==> config.mk <==
export PLATFORM = sky130hd
export DESIGN_NAME = dcp_scan_tok
export DESIGN_NICKNAME = d
export VERILOG_FILES = /design/src/rtl/dcp_pkg.sv /design/src/rtl/dcp_hex_nib.sv /design/src/rtl/dcp_scan_tok.sv
export SDC_FILE = /design/constraint.sdc
export NUM_CORES = 1
export LEC_CHECK = 0
export BUFFER_PORTS_ARGS = -buffer_cell sky130_fd_sc_hd__buf_4
export CAP_MARGIN = 15
export CELL_PAD_IN_SITES_DETAIL_PLACEMENT = 1
export CELL_PAD_IN_SITES_GLOBAL_PLACEMENT = 1
export CORE_ASPECT_RATIO = 1.5
export CORE_MARGIN = 10
export CORE_UTILIZATION = 45
export CTS_CLUSTER_DIAMETER = 200
export CTS_CLUSTER_SIZE = 25
export DETAILED_ROUTE_END_ITERATION = 12
export PLACE_DENSITY = 0.89
export SETUP_SLACK_MARGIN = 0.2
export SLEW_MARGIN = 40
export SYNTH_ARGS = -nofsm -noshare
export SYNTH_HDL_FRONTEND = slang
export SYNTH_SLANG_ARGS = --single-unit
==> constraint.sdc <==
create_clock -name clk -period 2.84 [get_ports clk]
set_clock_uncertainty 0.1 [all_clocks]
set_input_delay 0.568 -clock clk [delete_from_list [all_inputs] [get_ports clk]]
set_output_delay 0.568 -clock clk [all_outputs]
set_load 0.005 [all_outputs]
==> src/rtl/dcp_pkg.sv <==
// Shared definitions for the debug control processor console path:
// ASCII codes, token types, scanner state encoding and a result record.
package dcp_pkg;

    // ASCII codes the scanner treats specially
    localparam logic [7:0] SP = 8'h20;
    localparam logic [7:0] CR = 8'h0D;
    localparam logic [7:0] LF = 8'h0A;

    // Token type requested by the command FSMs
    localparam logic TOK_CHAR = 1'b0;
    localparam logic TOK_HEX  = 1'b1;

    // Scanner state encoding (kept as plain constants for legacy users)
    localparam logic [1:0] ST_IDLE = 2'd0;
    localparam logic [1:0] ST_RX   = 2'd1;
    localparam logic [1:0] ST_ACK  = 2'd2;
    localparam logic [1:0] ST_REL  = 2'd3;

    // Result handed back to the requester together with ack
    typedef struct packed {
        logic [31:0] din;
        logic        flag;
        logic        eol;
    } tok_res_t;

    // True for either line-end character
    function automatic logic is_eol(input logic [7:0] b);
        return (b == CR) || (b == LF);
    endfunction

    // Build a result record
    function automatic tok_res_t make_res(input logic [31:0] din,
                                          input logic        flag,
                                          input logic        eol);
        tok_res_t r;
        r.din  = din;
        r.flag = flag;
        r.eol  = eol;
        return r;
    endfunction

endpackage

==> src/rtl/dcp_hex_nib.sv <==
// ASCII to hex nibble decoder: accepts 0-9, A-F and a-f.
module dcp_hex_nib (
    input  logic [7:0] ascii,
    output logic [3:0] nib,
    output logic       is_hex
);

    // Classify the character and extract its nibble value
    always_comb begin
        nib    = 4'h0;
        is_hex = 1'b0;
        if ((ascii >= 8'h30) && (ascii <= 8'h39)) begin
            nib    = ascii[3:0];
            is_hex = 1'b1;
        end else if ((ascii >= 8'h41) && (ascii <= 8'h46)) begin
            nib    = ascii[3:0] + 4'd9;
            is_hex = 1'b1;
        end else if ((ascii >= 8'h61) && (ascii <= 8'h66)) begin
            nib    = ascii[3:0] + 4'd9;
            is_hex = 1'b1;
        end else begin
            nib    = 4'h0;
            is_hex = 1'b0;
        end
    end

endmodule

==> src/rtl/dcp_scan_tok.sv <==
// Receive-side tokenizer for the DCP console. On request it consumes bytes
// from the UART receiver and returns either one command character or one
// 32-bit hex argument, with an error/line-end flag and an end-of-line bit.
// Optional build macro DCP_SCAN_TIMEOUT_EN: an idle-byte timeout in RX that
// terminates the token as an empty line (din=0, flag=1, eol=1).
module dcp_scan_tok
    import dcp_pkg::*;
#(
    parameter int          MAX_DIGITS     = 8,
    parameter logic [31:0] TIMEOUT_CYCLES = 32'd100_000_000
) (
    input  logic        clk,
    input  logic        rstn,
    input  logic [7:0]  d_rx,
    input  logic        vld_rx,
    output logic        rdy_rx,
    input  logic        type_rx,
    input  logic        req_rx,
    output logic        ack_rx,
    output logic        flag_rx,
    output logic        eol_rx,
    output logic [31:0] din_rx
);

    localparam int             CW      = $clog2(MAX_DIGITS + 1);
    localparam logic [CW-1:0]  MAX_CNT = CW'(MAX_DIGITS);
    localparam logic [CW-1:0]  ONE_CNT = {{(CW-1){1'b0}}, 1'b1};

    logic [1:0]    state_r;
    logic [1:0]    state_nxt_s;
    logic          type_r;
    logic          type_nxt_s;
    logic [31:0]   acc_r;
    logic [31:0]   acc_nxt_s;
    logic [CW-1:0] cnt_r;
    logic [CW-1:0] cnt_nxt_s;
    logic          err_r;
    logic          err_nxt_s;
    tok_res_t      res_r;
    tok_res_t      res_nxt_s;
    logic          ack_r;
    logic          rdy_r;
    logic          accept_s;
    logic [3:0]    nib_s;
    logic          is_hex_s;
    logic          to_hit_s;

    dcp_hex_nib u_hex_nib (
        .ascii  (d_rx),
        .nib    (nib_s),
        .is_hex (is_hex_s)
    );

    // rdy is registered, so a byte is only taken while the FSM sits in RX
    assign accept_s = vld_rx & rdy_r;

`ifdef DCP_SCAN_TIMEOUT_EN
    logic [31:0] to_cnt_r;

    assign to_hit_s = (to_cnt_r == (TIMEOUT_CYCLES - 32'd1));

    // Idle-byte counter: runs only in RX, restarts on every byte, saturates
    always_ff @(posedge clk or negedge rstn) begin
        if (!rstn) begin
            to_cnt_r <= 32'd0;
        end else if ((state_r != ST_RX) || accept_s) begin
            to_cnt_r <= 32'd0;
        end else if (to_cnt_r != 32'hFFFF_FFFF) begin
            to_cnt_r <= to_cnt_r + 32'd1;
        end else begin
            to_cnt_r <= to_cnt_r;
        end
    end
`else
    logic unused_timeout_s;

    assign to_hit_s         = 1'b0;
    assign unused_timeout_s = ^TIMEOUT_CYCLES;
`endif

    // Next-state and datapath decisions for the token scanner
    always_comb begin
        state_nxt_s = state_r;
        type_nxt_s  = type_r;
        acc_nxt_s   = acc_r;
        cnt_nxt_s   = cnt_r;
        err_nxt_s   = err_r;
        res_nxt_s   = res_r;

        case (state_r)
            ST_IDLE: begin
                if (req_rx) begin
                    state_nxt_s = ST_RX;
                    type_nxt_s  = type_rx;
                    acc_nxt_s   = 32'h0;
                    cnt_nxt_s   = '0;
                    err_nxt_s   = 1'b0;
                end else begin
                    state_nxt_s = ST_IDLE;
                end
            end

            ST_RX: begin
                if (!req_rx) begin
                    // Requester gave up: drop whatever was accumulated
                    state_nxt_s = ST_IDLE;
                    acc_nxt_s   = 32'h0;
                    cnt_nxt_s   = '0;
                    err_nxt_s   = 1'b0;
                end else if (accept_s) begin
                    if (type_r == TOK_CHAR) begin
                        if (d_rx == SP) begin
                            state_nxt_s = ST_RX;
                        end else if (is_eol(d_rx)) begin
                            res_nxt_s   = make_res({24'h0, d_rx}, 1'b1, 1'b1);
                            state_nxt_s = ST_ACK;
                        end else begin
                            res_nxt_s   = make_res({24'h0, d_rx}, 1'b0, 1'b0);
                            state_nxt_s = ST_ACK;
                        end
                    end else begin
                        if (is_hex_s) begin
                            if (cnt_r == MAX_CNT) begin
                                // Too many digits: keep the first MAX_DIGITS
                                err_nxt_s = 1'b1;
                            end else begin
                                acc_nxt_s = {acc_r[27:0], nib_s};
                                cnt_nxt_s = cnt_r + ONE_CNT;
                            end
                        end else if (is_eol(d_rx)) begin
                            if (cnt_r == '0) begin
                                res_nxt_s = make_res(32'h0, 1'b1, 1'b1);
                            end else begin
                                res_nxt_s = make_res(acc_r, err_r, 1'b1);
                            end
                            state_nxt_s = ST_ACK;
                        end else if (d_rx == SP) begin
                            if (cnt_r != '0) begin
                                res_nxt_s   = make_res(acc_r, err_r, 1'b0);
                                state_nxt_s = ST_ACK;
                            end else begin
                                // Leading blanks before the first digit
                                state_nxt_s = ST_RX;
                            end
                        end else begin
                            // Junk inside the word: remember it, keep scanning
                            err_nxt_s = 1'b1;
                        end
                    end
                end else if (to_hit_s) begin
                    res_nxt_s   = make_res(32'h0, 1'b1, 1'b1);
                    state_nxt_s = ST_ACK;
                end else begin
                    state_nxt_s = ST_RX;
                end
            end

            ST_ACK: begin
                state_nxt_s = ST_REL;
            end

            ST_REL: begin
                // Wait for the requester to release so one req = one token
                if (!req_rx) begin
                    state_nxt_s = ST_IDLE;
                end else begin
                    state_nxt_s = ST_REL;
                end
            end

            default: begin
                state_nxt_s = ST_IDLE;
                acc_nxt_s   = 32'h0;
                cnt_nxt_s   = '0;
                err_nxt_s   = 1'b0;
            end
        endcase
    end

    // State, accumulator and registered outputs
    always_ff @(posedge clk or negedge rstn) begin
        if (!rstn) begin
            state_r <= ST_IDLE;
            type_r  <= TOK_CHAR;
            acc_r   <= 32'h0;
            cnt_r   <= '0;
            err_r   <= 1'b0;
            res_r   <= make_res(32'h0, 1'b0, 1'b0);
            ack_r   <= 1'b0;
            rdy_r   <= 1'b0;
        end else begin
            state_r <= state_nxt_s;
            type_r  <= type_nxt_s;
            acc_r   <= acc_nxt_s;
            cnt_r   <= cnt_nxt_s;
            err_r   <= err_nxt_s;
            res_r   <= res_nxt_s;
            ack_r   <= (state_nxt_s == ST_ACK);
            rdy_r   <= (state_nxt_s == ST_RX);
        end
    end

    assign rdy_rx  = rdy_r;
    assign ack_rx  = ack_r;
    assign din_rx  = res_r.din;
    assign flag_rx = res_r.flag;
    assign eol_rx  = res_r.eol;

endmodule
==> Yosys cells after proc, flatten, opt, wreduce, memory -nomap -nowiden <==
Cells that the tools add are included.
{ "word_totals": {"ram_bits": 0, "romBits": 0, "ff_bits": 76, "in_bits": 13, "wordCells": 100, "latch_bits": 0, "mem_count": 0} }
{ "classes": {"mux": 48, "add_sub_neg": 2, "n_eq_ne": 21, "bitwise_logic": 1, "order_cmp": 6, "mul": 0, "n_reduce_logical": 12, "div_mod_pow": 0, "n_shift": 0} }
{ "ops": {"columns": ["cell", "count"], "rows": [
  ["two-way mux 34 bit", 7],
  ["two-way mux 32 bit", 6],
  ["one-hot mux 32 bit (2 select lines)", 1],
  ["two-way mux 4 bit", 9],
  ["two-way mux 2 bit", 10],
  ["== test 8 x 4 -> 1 bit (second input constant)", 2],
  ["greater-or-equal comparator 8 x 7 -> 1 bit (second input constant)", 2],
  ["<= comparator 8 x 7 -> 1 bit (second input constant)", 2],
  ["AND reduction 7 bit", 2],
  ["two-way mux 1 bit", 12],
  ["inequality test 3 bit (second input constant)", 4],
  ["inequality test 4 bit (second input constant)", 3],
  ["== test 8 x 6 -> 1 bit (second input constant)", 1],
  ["greater-or-equal comparator 8 x 6 -> 1 bit (second input constant)", 1],
  ["<= comparator 8 x 6 -> 1 bit (second input constant)", 1],
  ["one-hot mux 2 bit (4 select lines)", 1],
  ["one-hot mux 4 bit (2 select lines)", 1],
  ["== test 2 bit (second input constant)", 3],
  ["inequality test 2 bit (second input constant)", 3],
  ["AND reduction 6 bit", 1],
  ["adder 4 x 1 -> 4 bit (second input constant)", 1],
  ["adder 4 bit (second input constant)", 1],
  ["== test 2 x 1 -> 1 bit (second input constant)", 2],
  ["== test 4 bit (second input constant)", 1],
  ["other kinds (11)", 13]
]} }

==> Longest topological paths before layout <==
{ "logic_depth": {"ltp_word": 11, "depth_mapped": 8, "ltp_nobuf": 6} }

==> By module <==
A second synthesis with hierarchy kept.
{ "hier_totals": {"hier_cells": 327, "hier_area_um2": 3449.6} }
{ "modules_own_cells": {"columns": ["mod", "instances", "cells_each", "area_each_um2"], "rows": [
  ["dcp_scan_tok", 1, 302, 3245.6],
  ["dcp_hex_nib", 1, 25, 203.9]
]} }

==> Worst setup path after synthesis <==
OpenSTA, ideal clock, no wires.
{ "synth_timing": {"kind": "input port to flip-flop", "start": "input d_rx[0]", "end": "register res_r, in the netlist din_rx[4]", "path_buffers": 1, "t_required_ps": 2615, "t_arrival_ps": 2206, "cell_stages": 7, "path_slack_ps": 409, "cell_sequence": "inv_1 -> ha_1 -> nor4bb_1 -> nand2_1 -> a311oi_4 -> buf_6 -> mux2_2"} }
{ "synth_between": {"elab_chain_len": 7, "elab_cells_between_ends": 24, "classes_between": "6 x order compare; 7 x eq/ne; 6 x mux; 5 x reduce/logical"} }
{ "synth_lines": {"columns": ["item", "line_no", "source"], "rows": [
  ["start: declaration", "dcp_scan_tok.sv:14", "input logic [7:0] d_rx,"],
  ["greater-or-equal comparator 8 x 7 -> 1 bit / <= comparator 8 x 7 -> 1 bit (equally long branches)", "dcp_hex_nib.sv:18", "end else if ((ascii >= 8'h61) && (ascii <= 8'h66)) begin"],
  ["logical AND 1 bit", "dcp_hex_nib.sv:18", null],
  ["two-way mux 1 bit", "dcp_hex_nib.sv:18", null],
  ["two-way mux 1 bit", "dcp_hex_nib.sv:15", "end else if ((ascii >= 8'h41) && (ascii <= 8'h46)) begin"],
  ["two-way mux 1 bit", "dcp_hex_nib.sv:12", "if ((ascii >= 8'h30) && (ascii <= 8'h39)) begin"],
  ["inequality test 4 x 3 -> 1 bit (no line) / inequality test 2 bit (equally long branches)", null, null],
  ["AND reduction 7 bit (no line)", null, null],
  ["end signal: assignment", "dcp_scan_tok.sv:188", "res_r <= make_res(32'h0, 1'b0, 1'b0);"],
  ["end signal: assignment", "dcp_scan_tok.sv:197", "res_r <= res_nxt_s;"],
  ["end: declaration", "dcp_scan_tok.sv:39", "tok_res_t res_r;"]
]} }
Several ways; a longest one is shown, not always the timed one. The select of a mux whose other input is x is not followed.
A chain may end at the register's enable or synchronous reset.

==> Worst setup path after layout <==
{ "layout_timing": {"start": "register cnt_r[0]", "end": "register res_r, in the netlist din_rx[4]"} }
{ "layout_between": {"elab_chain_len": 5, "elab_cells_between_ends": 8, "classes_between": "1 x eq/ne; 4 x mux; 3 x reduce/logical"} }
{ "layout_lines": {"columns": ["item", "line_no", "source"], "rows": [
  ["start: declaration", "dcp_scan_tok.sv:35", "logic [CW-1:0] cnt_r;"],
  ["start signal: assignment", "dcp_scan_tok.sv:195", "cnt_r <= cnt_nxt_s;"],
  ["logical NOT 4 bit", "dcp_scan_tok.sv:131", "if (cnt_r == '0) begin"],
  ["two-way mux 34 bit", "dcp_scan_tok.sv:131", null],
  ["two-way mux 34 bit", "dcp_scan_tok.sv:130", "end else if (is_eol(d_rx)) begin"],
  ["two-way mux 34 bit", "dcp_scan_tok.sv:122", "if (is_hex_s) begin"],
  ["two-way mux 34 bit", "dcp_scan_tok.sv:111", "if (type_r == TOK_CHAR) begin"]
]} }
Several ways; a longest one is shown, not always the timed one. The select of a mux whose other input is x is not followed.

==> run metrics <==
Setup CP Type flip-flop to flip-flop; vias per cell 5.396; drt first pass iters 4; first-pass GRT wire length 16.39 mm; Post-Route WL 9.748 mm; Ports 49; post_cts resized 0; M1 WL 3.811 mm; Required @ worst endpoint 2.96 ns; worst slew pin tran 0.7632 ns; synthesized flop and latch total 76; max_cap viols 0; H-tree levels 3; Placed Area 0.004279 sq mm; highest metal used met4; P&R area growth vs syn 20.23%; FILL cells 909; Core Util, Final 0.5613; Post-CTS Setup Inserts 0; hold slack 0.1573 ns; Cell Area, Synth 0.003785 sq mm; WL/cell 18.57 um; Detail Placement HPWL 6.575 mm; Yosys warnings 0; final hold vios 0; Period Utilization, post-route 0.8687; latest clock arrival within the worst-skew pair 0.34 ns; crit path max fanout 11; cell row count 40; clk sinks 76; XOR/XNOR share of the synthesized area 0; post-synth top area cell dfrtp_1; slew margin rel. 0.4901; largest net degree at the start of global routing 77; worst min path class input port to asynchronous set/reset pin; Total Power 3.654 mW; synthesized instance count 368; nets 434; die span in y 132.3 um; initial antenna violation count 0; syn_area_per_cell 10.29 sq um; syn_nets 387; P per Cell Area 803.0 mW/mm^2; Max Freq 405.3 MHz; Reg clk slew, reported paths 0.06 ns; die area 0.01255 sq mm; Crit path arrival time 2.58 ns; main flop type after synthesis dfrtp_1; Compound-Gate Fraction of Synth Area 0.06711; largest family of logic cells by synthesized area multiplexers; vias post-DR 2,833; die span in x 94.88 um; Initial Util 0.4668; ys async rst share 1.000; Global Route Usage Sum 0.1631; top-area cell type share of the netlist area 0.5025; library cells used by synthesis 44; number of flops mapped to enable cells by yosys 0; Final Critical Period 2.467 ns; Worst VDD drop 0.4980 mV; DRC viols 0; Leak 2.223 nW; vias in the first global route 3,263; total negative setup slack 0 ns; CTS Buf Count 9; CTS Hold Bufs 0; met2 routed WL 5.358 mm; drt initial violations 155; post-synthesis sequential area ratio 0.5025; Finished Cell Area 0.004551 sq mm; # diodes 0; antenna-violating nets left 0; share of cells above drive strength 1 0.2024; DR WL met3 312 um; crit path launch type flip-flop; post-synthesis adder-cell area fraction 0.01983; root buffer cell clkbuf_16; fin. max-slew vios 0; PortBufs 48; GRT overflow 0; outcome finished, final reports clean; core area 0.008108 sq mm; Setup-failing EPs final 0; RSZ-0062 raised after global routing no; Post-Synth Simple-Gate Area 0.1544; Clock Path Buffers 2; Area contributors post-synth dfrtp_1 (50%), mux2i_1 (16%), nand2_1 (9.8%); Placer Congestion 0.8290; mux cell area share after synthesis 0.1967; CTS tree done; Critical Path End Type flip-flop
==> cells by family after synthesis <==
group / after synthesis
AO/OA/AOI/OAI: 31
adder cells (fa/ha/maj): 6
AND/OR/NAND/NOR: 128
buffers and inverters: 54
multiplexers: 73
flip-flops: 76
==> power by group <==
| part | switching [mW] | internal [mW] |
|---|---|---|
| combinational | 0.576 | 0.532 |
| clock | 0.439 | 0.613 |
| sequential | 0.162 | 1.33 |
==> worst max-delay path: stages (launching register included) <==
cell,delay (ns)
dfrtp_1,0.41
inv_1,0.09
ha_1,0.16
nor3b_1,0.64
a41oi_2,0.20
buf_4,0.23
a22o_1,0.23
mux2_2,0.29
==> layout by cell type, fill, tap and decap left out, types with 4 or more instances in the layout <==
cell type,n
nand3_1,4
nor2b_1,4
clkbuf_16,9
a22o_1,7
buf_4,53
nand2_1,99
mux2i_1,62
mux2_2,11
dfrtp_1,76
ha_1,6
inv_1,34
==> area by class of cell <==
| cell class | instances | area, sq um | share of cell area |
|---|---|---|---|
| Timing Repair Buffer | 56 | 449.2 | 0.09871 |
| Sequential cell | 76 | 1902 | 0.4179 |
| Multi-Input combinational cell | 238 | 1669 | 0.3668 |
| Inverter | 34 | 127.6 | 0.02805 |
| Clock buffer | 12 | 246.5 | 0.05417 |
| Tap cell | 105 | 131.4 | 0.02887 |
| Clock inverter | 4 | 25.02 | 0.005499 |
==> final timing paths <==
path	from	end	slack, ns	depth (start not counted)
min reg2reg	din_rx[0]	din_rx[0]	0.41	1
max in group asynchronous	rstn	din_rx[5]	2.00	1
min	rstn	acc_r[27]	0.16	1
max reg2reg	cnt_r[0]	din_rx[4]	0.37	7
min in group clk	type_rx	type_r	0.35	3
max	cnt_r[0]	din_rx[4]	0.37	7
==> stage by stage <==
step           std cells  worst slack, ns
3_5_place_dp         509          0.08474
2_1_floorplan        368           0.4094
5_1_grt              525           0.2011
3_3_place_gp         509           0.2238
4_1_cts              525           0.4058
6_report             525           0.3729
==> routing by layer <==
metal  up-vias  GRT usage
met4         0    0.09182
met2        52     0.2878
li1       1319          -
met1      1442     0.1760
met5         -          0
met3        20    0.02566
==> synthesized netlist by cell type (all sizes together), types with 2 or more instances <==
cell,number
a22o,7
nand4,2
o21ai,4
nor3b,3
mux2i,62
and3b,2
ha,6
o21bai,2
nor3,2
nand2b,2
nor2b,4
mux2,11
dfrtp,76
buf,9
a21oi,3
clkbuf,11
nand3,4
inv,34
a31oi,2
and3,2
nand2,99
==> sequential cells by signal (all words and copies together) (netlist names) <==
name,flops
err_r,1
eol_rx,1
din_rx,32
rdy_rx,1
flag_rx,1
ack_rx,1
cnt_r,4
acc_r,32
type_r,1
state_r,2
Power figures use the tool's default switching activity.
